==> config.mk <==
export PLATFORM = sky130hd
export DESIGN_NAME = load_store_unit
export DESIGN_NICKNAME = d
export VERILOG_FILES = /design/src/rtl/load_store_unit.sv
export SDC_FILE = /design/constraint.sdc
export NUM_CORES = 1
export LEC_CHECK = 0
export BUFFER_PORTS_ARGS = -buffer_cell sky130_fd_sc_hd__buf_2
export CAP_MARGIN = 20
export CORE_ASPECT_RATIO = 2
export CORE_UTILIZATION = 35
export CTS_CLUSTER_DIAMETER = 50
export DETAILED_ROUTE_END_ITERATION = 10
export MAX_ROUTING_LAYER = met4
export PLACE_DENSITY_LB_ADDON = 0.3
export SYNTH_ARGS = -nofsm -noshare
export SYNTH_HDL_FRONTEND = slang
export SYNTH_SLANG_ARGS = --single-unit
export TNS_END_PERCENT = 20
==> constraint.sdc <==
create_clock -name clk -period 2 [get_ports clk]
set_clock_uncertainty 0.2 [all_clocks]
set_input_delay 0 -clock clk [delete_from_list [all_inputs] [get_ports clk]]
set_output_delay 0 -clock clk [all_outputs]
set_load 0.03 [all_outputs]
==> src/rtl/load_store_unit.sv <==
// Load/store unit between a core request port and a single-cycle-read data memory.
// Sub-word stores use read-modify-write; misaligned, illegal or out-of-range accesses fault without touching memory.
module load_store_unit #(
  parameter int BIT_WIDTH      = 32,
  parameter int MEM_ADDR_WIDTH = 8
) (
  input  logic                      clk,
  input  logic                      rst,
  // Request handshake: a request transfers on a rising edge where req_valid && req_ready.
  // req_ready is high only in IDLE; the response is a single resp_valid pulse with no back-pressure.
  input  logic                      req_valid,
  output logic                      req_ready,
  input  logic                      req_write,
  input  logic [2:0]                req_funct3,
  input  logic [31:0]               req_addr,
  input  logic [BIT_WIDTH-1:0]      req_wdata,
  output logic                      resp_valid,
  output logic [BIT_WIDTH-1:0]      resp_rdata,
  output logic                      resp_fault,
  output logic [MEM_ADDR_WIDTH-1:0] mem_readAddr,
  input  logic [BIT_WIDTH-1:0]      mem_readData,
  output logic [MEM_ADDR_WIDTH-1:0] mem_writeAddr,
  output logic [BIT_WIDTH-1:0]      mem_writeData,
  output logic                      mem_writeEn,
  output logic [2:0]                dbg_state
);

  typedef enum logic [2:0] {
    S_IDLE     = 3'd0,
    S_LOAD     = 3'd1,
    S_RMW_READ = 3'd2,
    S_WRITE    = 3'd3,
    S_RESP     = 3'd4
  } state_t;

  state_t                    state_q, state_d;
  logic [2:0]                funct3_q, funct3_d;
  logic [MEM_ADDR_WIDTH+1:0] addr_q, addr_d;
  logic [BIT_WIDTH-1:0]      wdata_q, wdata_d;
  logic                      resp_valid_q, resp_valid_d;
  logic [BIT_WIDTH-1:0]      resp_rdata_q, resp_rdata_d;
  logic                      resp_fault_q, resp_fault_d;

  logic                      accept;
  logic                      f3_legal;
  logic                      misalign;
  logic                      out_of_range;
  logic                      req_fault;
  logic [4:0]                shamt;
  logic [BIT_WIDTH-1:0]      shifted;
  logic [BIT_WIDTH-1:0]      load_ext;
  logic [BIT_WIDTH-1:0]      lane_mask;
  logic [BIT_WIDTH-1:0]      merged;

  assign accept = req_valid && req_ready;

  always_comb begin
    if (req_write) f3_legal = req_funct3 inside {3'b000, 3'b001, 3'b010};
    else           f3_legal = req_funct3 inside {3'b000, 3'b001, 3'b010, 3'b100, 3'b101};
  end

  assign misalign     = ((req_funct3[1:0] == 2'b01) && req_addr[0]) ||
                        ((req_funct3[1:0] == 2'b10) && (req_addr[1:0] != 2'b00));
  assign out_of_range = |req_addr[31:MEM_ADDR_WIDTH+2];
  assign req_fault    = !f3_legal || misalign || out_of_range;

  // Byte lane arithmetic shared by load extraction and sub-word store merge.
  assign shamt   = {addr_q[1:0], 3'b000};
  assign shifted = mem_readData >> shamt;

  always_comb begin
    case (funct3_q)
      3'b000:  load_ext = {{24{shifted[7]}}, shifted[7:0]};
      3'b001:  load_ext = {{16{shifted[15]}}, shifted[15:0]};
      3'b100:  load_ext = {24'h0, shifted[7:0]};
      3'b101:  load_ext = {16'h0, shifted[15:0]};
      default: load_ext = mem_readData;
    endcase
  end

  assign lane_mask = (funct3_q[1:0] == 2'b00) ? (32'h0000_00FF << shamt) : (32'h0000_FFFF << shamt);
  assign merged    = (mem_readData & ~lane_mask) | ((wdata_q << shamt) & lane_mask);

  always_comb begin
    state_d      = state_q;
    funct3_d     = funct3_q;
    addr_d       = addr_q;
    wdata_d      = wdata_q;
    resp_valid_d = 1'b0;
    resp_rdata_d = '0;
    resp_fault_d = 1'b0;
    case (state_q)
      S_IDLE: begin
        if (accept) begin
          funct3_d = req_funct3;
          addr_d   = req_addr[MEM_ADDR_WIDTH+1:0];
          wdata_d  = req_wdata;
          if (req_fault) begin
            state_d      = S_RESP;
            resp_valid_d = 1'b1;
            resp_fault_d = 1'b1;
          end else if (!req_write) begin
            state_d = S_LOAD;
          end else if (req_funct3 == 3'b010) begin
            state_d = S_WRITE;
          end else begin
            state_d = S_RMW_READ;
          end
        end
      end
      S_LOAD: begin
        state_d      = S_RESP;
        resp_valid_d = 1'b1;
        resp_rdata_d = load_ext;
      end
      S_RMW_READ: begin
        // wdata_q becomes the full word to write back.
        wdata_d = merged;
        state_d = S_WRITE;
      end
      S_WRITE: begin
        state_d      = S_RESP;
        resp_valid_d = 1'b1;
      end
      S_RESP:  state_d = S_IDLE;
      default: state_d = S_IDLE;
    endcase
  end

  always_ff @(posedge clk) begin
    if (rst) begin
      state_q      <= S_IDLE;
      funct3_q     <= '0;
      addr_q       <= '0;
      wdata_q      <= '0;
      resp_valid_q <= 1'b0;
      resp_rdata_q <= '0;
      resp_fault_q <= 1'b0;
    end else begin
      state_q      <= state_d;
      funct3_q     <= funct3_d;
      addr_q       <= addr_d;
      wdata_q      <= wdata_d;
      resp_valid_q <= resp_valid_d;
      resp_rdata_q <= resp_rdata_d;
      resp_fault_q <= resp_fault_d;
    end
  end

  // Reset gates the strobes combinationally so an in-flight write is dropped in its own cycle.
  assign req_ready     = (state_q == S_IDLE) && !rst;
  assign resp_valid    = resp_valid_q && !rst;
  assign resp_rdata    = rst ? '0 : resp_rdata_q;
  assign resp_fault    = resp_fault_q && !rst;
  assign mem_writeEn   = (state_q == S_WRITE) && !rst;
  assign mem_readAddr  = addr_q[MEM_ADDR_WIDTH+1:2];
  assign mem_writeAddr = addr_q[MEM_ADDR_WIDTH+1:2];
  assign mem_writeData = wdata_q;
  assign dbg_state     = state_q;

endmodule

==> impl_metrics.ini, run 1 <==
[run_status]
status = completed

[final_layout]
area.growth.synth_to_final_pct = 52.35
final_layout_size_suffix_gt1_frac = 0.3239
fin_area_mm2 = 0.006860
fill_cells = 1151
fin_cells = 959
multi_input_area_mm2 = 0.002545
seqCellArea_mm2 = 0.001645
layout.nets = 907
diodes = 0

[sta]
period_share = 0.9748
slew_viol_final = 0
relSlewSlack = 0.5657
hold_slack_ns = 0.1918
fin_ws_ns = 0.05042
rsz0062_at_grt = yes
fmax_mhz = 512.9
worstMarginPinSlew_ns = 0.6514
period_minus_slack_ns = 1.950
setup_viol = 0
finalHoldViolCount = 0

[grt]
grt_pass1_vias = 5206
use_met2 = 0.4718
grt_pass1_wl_um = 25490
grt.busiest_layer = met2
grt_max_degree = 65
use_met1 = 0.2443
grt_overflow = 0
antenna_found_initial = 0
grt.total_usage = 0.2680
met3_usage = 0.03810

[detailed_routing]
wl_per_cell_um = 17.73
drc = 0
antenna_left = 0
drt_first_pass_iters = 4
via_per_inst = 5.294
drt_wl_total_um = 17000
vias = 5077
drt_iter0_markers = 190

[clocking]
clk_pin_slew_worst_paths_ns = 0.06
clock_path_buffers = 2
numCtsBuffers = 9
ctsRootBufferMaster = clkbuf_16
cts-htree-levels = 3
clkLatencyLatePin_ns = 0.34
cts_tree = yes
cts.sinks = 82

[synth]
yosys_register_bits = 82
post-synth-top-area-cell = dfxtp_1
synthCells = 545
synth_top_area_share = 0.3645
synth_area_leaders = dfxtp_1 (36%), mux2i_1 (6.0%), nor2b_1 (5.8%)
yosys_warnings = 0
synth_mux_area_frac = 0.06752
synth_area_mm2 = 0.004503
synthFlopType = dfxtp_1
synthAdderAreaFrac = 0
yosysUniqueCellTypes = 46
synth.most_common_cell = dfxtp_1
postSynthAreaPerCell_um2 = 8.263
synthSimpleGateAreaFrac = 0.2223
synthArstFlopShare = 0
syn-num-nets = 648
synth_compound_area_frac = 0.2656
ys_seq_area_frac = 0.3645
synth_edf_count = 0
synth-xor-area-share = 0
synth_top_family_by_area = compound AO/OA/AOI/OAI gates
synth_common_cells = dfxtp_1 (82), nand2_1 (58), o21ai_0 (52)

[die]
coreArea_mm2 = 0.01255
dieArea_mm2 = 0.01335
die_w_um = 82.21
fp.dieH_um = 162.4
start_util = 0.3587
ios = 190
rows = 58

[worst_setup_path]
start_kind = primary input
crit_required_ns = 2.09
critPathKind = primary input to register
critPathMaxFanout = 4
end_kind = register
arrival_ns = 2.04

[pwr]
p_total_w = 0.004588
power.density_mw_per_mm2 = 668.7
ir_drop_uv = 494.8
p_leak_nw = 3.129

[placement]
io_buffers = 189
dp.cells = 853
pre_cts_ws_ns = 0.02861
placedInstanceArea_mm2 = 0.005588
place_hpwl_um = 12630
place_congestion = 0.8729

[job]
maxCapViolations = 0

[worst_hold_path]
min_path_type = primary input to register
==> routing by layer <==
metal	share of wire	wire, um	up-vias
met5	0	0	-
met4	0.079	1340	0
met3	0.044	752	73
met2	0.53	8993	211
met1	0.35	5915	2324
li1	-	-	2469
==> layout by cell type (no fill, tap or decap), types with 16 or more instances in the layout <==
cell / count
a21o_1: 16
mux2i_1: 27
nor2b_1: 42
o21ai_0: 51
buf_4: 28
a21oi_1: 23
nor2_1: 39
buf_2: 189
dfxtp_1: 79
nand2_1: 58
dlygate4sd3_1: 89
a311oi_1: 19
nand2b_1: 16
==> layout make-up <==
type,instances,area share
well taps,150,0.02736
multi-input cells,396,0.3710
clock inverters,4,0.01076
clock buffers,12,0.03739
inverters,3,0.001641
flip-flops and latches,82,0.2398
repair buffers,312,0.3121
==> kinds of logic (layout without fill, tap and decap cells) <==
logic type | count (synthesis) | after routing
muxes | 29 | 29
AOI/OAI and AO/OA | 172 | 172
buffers and inverters | 67 | 331
and+or+nand+nor | 195 | 195
DFF | 82 | 82
==> repair_timing <==
| action | CTS | global route |
|---|---|---|
| buffers inserted | 0 | 1 |
| setup endpoints to repair | 0 | 41 |
| hold buffers | 90 | 0 |
| resized for setup | 0 | 12 |
| hold endpoints to repair | 82 | 0 |
==> path summary, 6_finish.rpt <==
check,from,depth (start not counted),endpoint,slack [ns]
worst max-delay path,req_funct3[0],8,dbg_state[1]$_SDFFE_PP0P_,0.05
worst max register to register,dbg_state[2]$_SDFFE_PP0P_,4,mem_writeData[14]$_SDFFE_PP0P_,0.08
worst min register to register,register,2,register,0.30
worst min-delay path,req_addr[2],4,addr_q[2]$_SDFFE_PP0P_,0.19
==> where the power goes <==
group	switching, W	internal [W]	total (W)
registers	0.0000681	0.00170	0.00177
logic	0.000559	0.000441	0.00100
clock network	0.000657	0.00116	0.00182
==> stage by stage <==
step	setup TNS (ns)	util
after global placement	0	0.4451
final	0	0.5464
after CTS	0	0.5432
after global routing	-0.01680	0.5464
after floorplan	-0.8887	-
after detailed placement	0	0.4451
==> worst max-delay path: stages <==
cell	delay [ns]
dlygate4sd3_1	0.53
buf_2	0.15
a221o_1	0.34
o41ai_1	0.07
buf_4	0.18
nand4_1	0.10
o21ai_1	0.13
dlygate4sd3_1	0.55
No activity file was read; power rests on OpenSTA's default activity.
==> run 2, diff against run 1 <==
CAP_MARGIN = unset   (was 20)
CORE_MARGIN = 4   (was unset)
CORE_UTILIZATION = 48   (was 35)
==> impl_metrics.ini, run 2 (synthesis gave the netlist of run 1 again) <==
[pwr]
p_leak_nw = 3.156
ir_drop_uv = 500.3
power.density_mw_per_mm2 = 651.1

[sta]
setup_viol = 0
period_minus_slack_ns = 1.921
finalHoldViolCount = 0
worstMarginPinSlew_ns = 0.4468
period_share = 0.9606
fin_ws_ns = 0.07873
fmax_mhz = 520.5
slew_viol_final = 0
relSlewSlack = 0.6994
tns_ns = 0

[detailed_routing]
drc = 0
vias = 5476
via_per_inst = 5.946
drt_iter0_markers = 474
wl_per_cell_um = 19.91
drt_wl_total_um = 18340
antenna_left = 0
drt_first_pass_iters = 5

[worst_setup_path]
crit_path_cell_trace = or3b_4 > buf_4 > a211o_1 > a311oi_2
crit_required_ns = 2.03
cp-startpoint = dbg_state[2]$_SDFFE_PP0P_
arrival_ns = 1.96
r2r-start = dbg_state[2]$_SDFFE_PP0P_
critPathKind = register to register
slowest_delay_ns = 0.50
critPathMaxFanout = 12
ff2ff_setup_slack_ns = 0.08
r2r_cells = 4
start_kind = register
worst_path_max_delay_cell = or3b_4
end_kind = register

[final_layout]
fin_area_mm2 = 0.006892
final_layout_size_suffix_gt1_frac = 0.3203
layout_commonest_cell = buf_2
area.growth.synth_to_final_pct = 53.04
fill_cells = 632
layout.nets = 916
final_cell_mix = buf_2 (189), dlygate4sd3_1 (100), dfxtp_1 (79)

[job]
maxCapViolations = 0

[grt]
grt_max_degree = 65
grt_pass1_vias = 5488
use_met1 = 0.3112
use_met2 = 0.5802
grt.busiest_layer = met2
met3_usage = 0.05955
antenna_found_initial = 1
grt_overflow = 0
grt_pass1_wl_um = 27910
grt.total_usage = 0.3240

[die]
fp.dieH_um = 145.0
rows = 49
start_util = 0.4963
coreArea_mm2 = 0.009074
die_w_um = 76.49
ios = 190
dieArea_mm2 = 0.01109

[clocking]
clock_path_buffers = 2
cts.sinks = 82
cts_tree = yes
numCtsBuffers = 9
clkLatencyLatePin_ns = 0.34
cts-htree-levels = 3
ctsRootBufferMaster = clkbuf_16
clk_pin_slew_worst_paths_ns = 0.06

[run_status]
status = completed

[placement]
pre_cts_ws_ns = 0.07599
io_buffers = 189
placedInstanceArea_mm2 = 0.005503
place_hpwl_um = 11590
place_congestion = 0.9934

[worst_hold_path]
min_path_type = primary input to register
-- run 2: critical path, delay by kind of cell, from the launching register on --
| family | cells | cell delay (ns) |
|---|---|---|
| compound gates | 2 | 0.54 |
| simple gates | 1 | 0.50 |
| flops | 1 | 0.37 |
| buf+inv | 1 | 0.22 |
-- run 2: routing by layer --
layer,vias to the layer above,part of all wire
li1,2489,-
met1,2558,0.33
met2,344,0.53
met3,85,0.071
met4,0,0.062
met5,-,0
-- run 2: report_power, final --
group	internal [W]	switching (W)	leakage, nW	total, W
logic	0.000453	0.000577	2.34	0.00103
clock network	0.00103	0.000654	0.145	0.00169
registers	0.00170	0.0000699	0.671	0.00177
total	0.00319	0.00130	3.16	0.00449
-- run 2: final cells by class --
class                      count  area (um2)  share of cell area
timing repair buffer         320        2251              0.3266
sequential                    82        1645              0.2387
multi-input combinational    397        2547              0.3696
clock buffer                  12       256.5             0.03722
clock inverter                 4       50.05            0.007262
tap                          102       127.6             0.01852
inverter                       3       11.26            0.001634
antenna                        1       2.502           0.0003631
-- run 2: what timing repair did --
action	4_1_cts	5_1_grt
gates resized for setup	0	13
endpoints found under the hold margin	82	0
setup buffers	0	2
hold buffers	100	0
setup endpoints to repair	0	37
-- run 2: stage by stage --
stage / hold slack (ns) / utilization / cells / total power, W
floorplan: -0.09152 / - / 545 / 0.002325
global placement: -0.007064 / 0.6065 / 800 / 0.002609
detailed placement: -0.0001875 / 0.6065 / 800 / 0.002627
CTS: 0.1786 / 0.7506 / 916 / 0.004436
global route: 0.2446 / 0.7595 / 921 / 0.004634
finish: 0.2058 / 0.7595 / 921 / 0.004487
-- run 2: worst min path at each step --
stage | start | cells after the start | end | slack [ns]
global placement | req_addr[5] | 3 | addr_q[5]$_SDFFE_PP0P_ | -0.007
CTS | req_addr[5] | 4 | addr_q[5]$_SDFFE_PP0P_ | 0.18
floorplan | req_funct3[1] | 2 | funct3_q[1]$_SDFFE_PP0P_ | -0.09
detailed placement | req_addr[5] | 3 | addr_q[5]$_SDFFE_PP0P_ | -0.0002
finish | req_addr[8] | 4 | addr_q[8]$_SDFFE_PP0P_ | 0.21
global route | req_addr[3] | 4 | addr_q[3]$_SDFFE_PP0P_ | 0.24
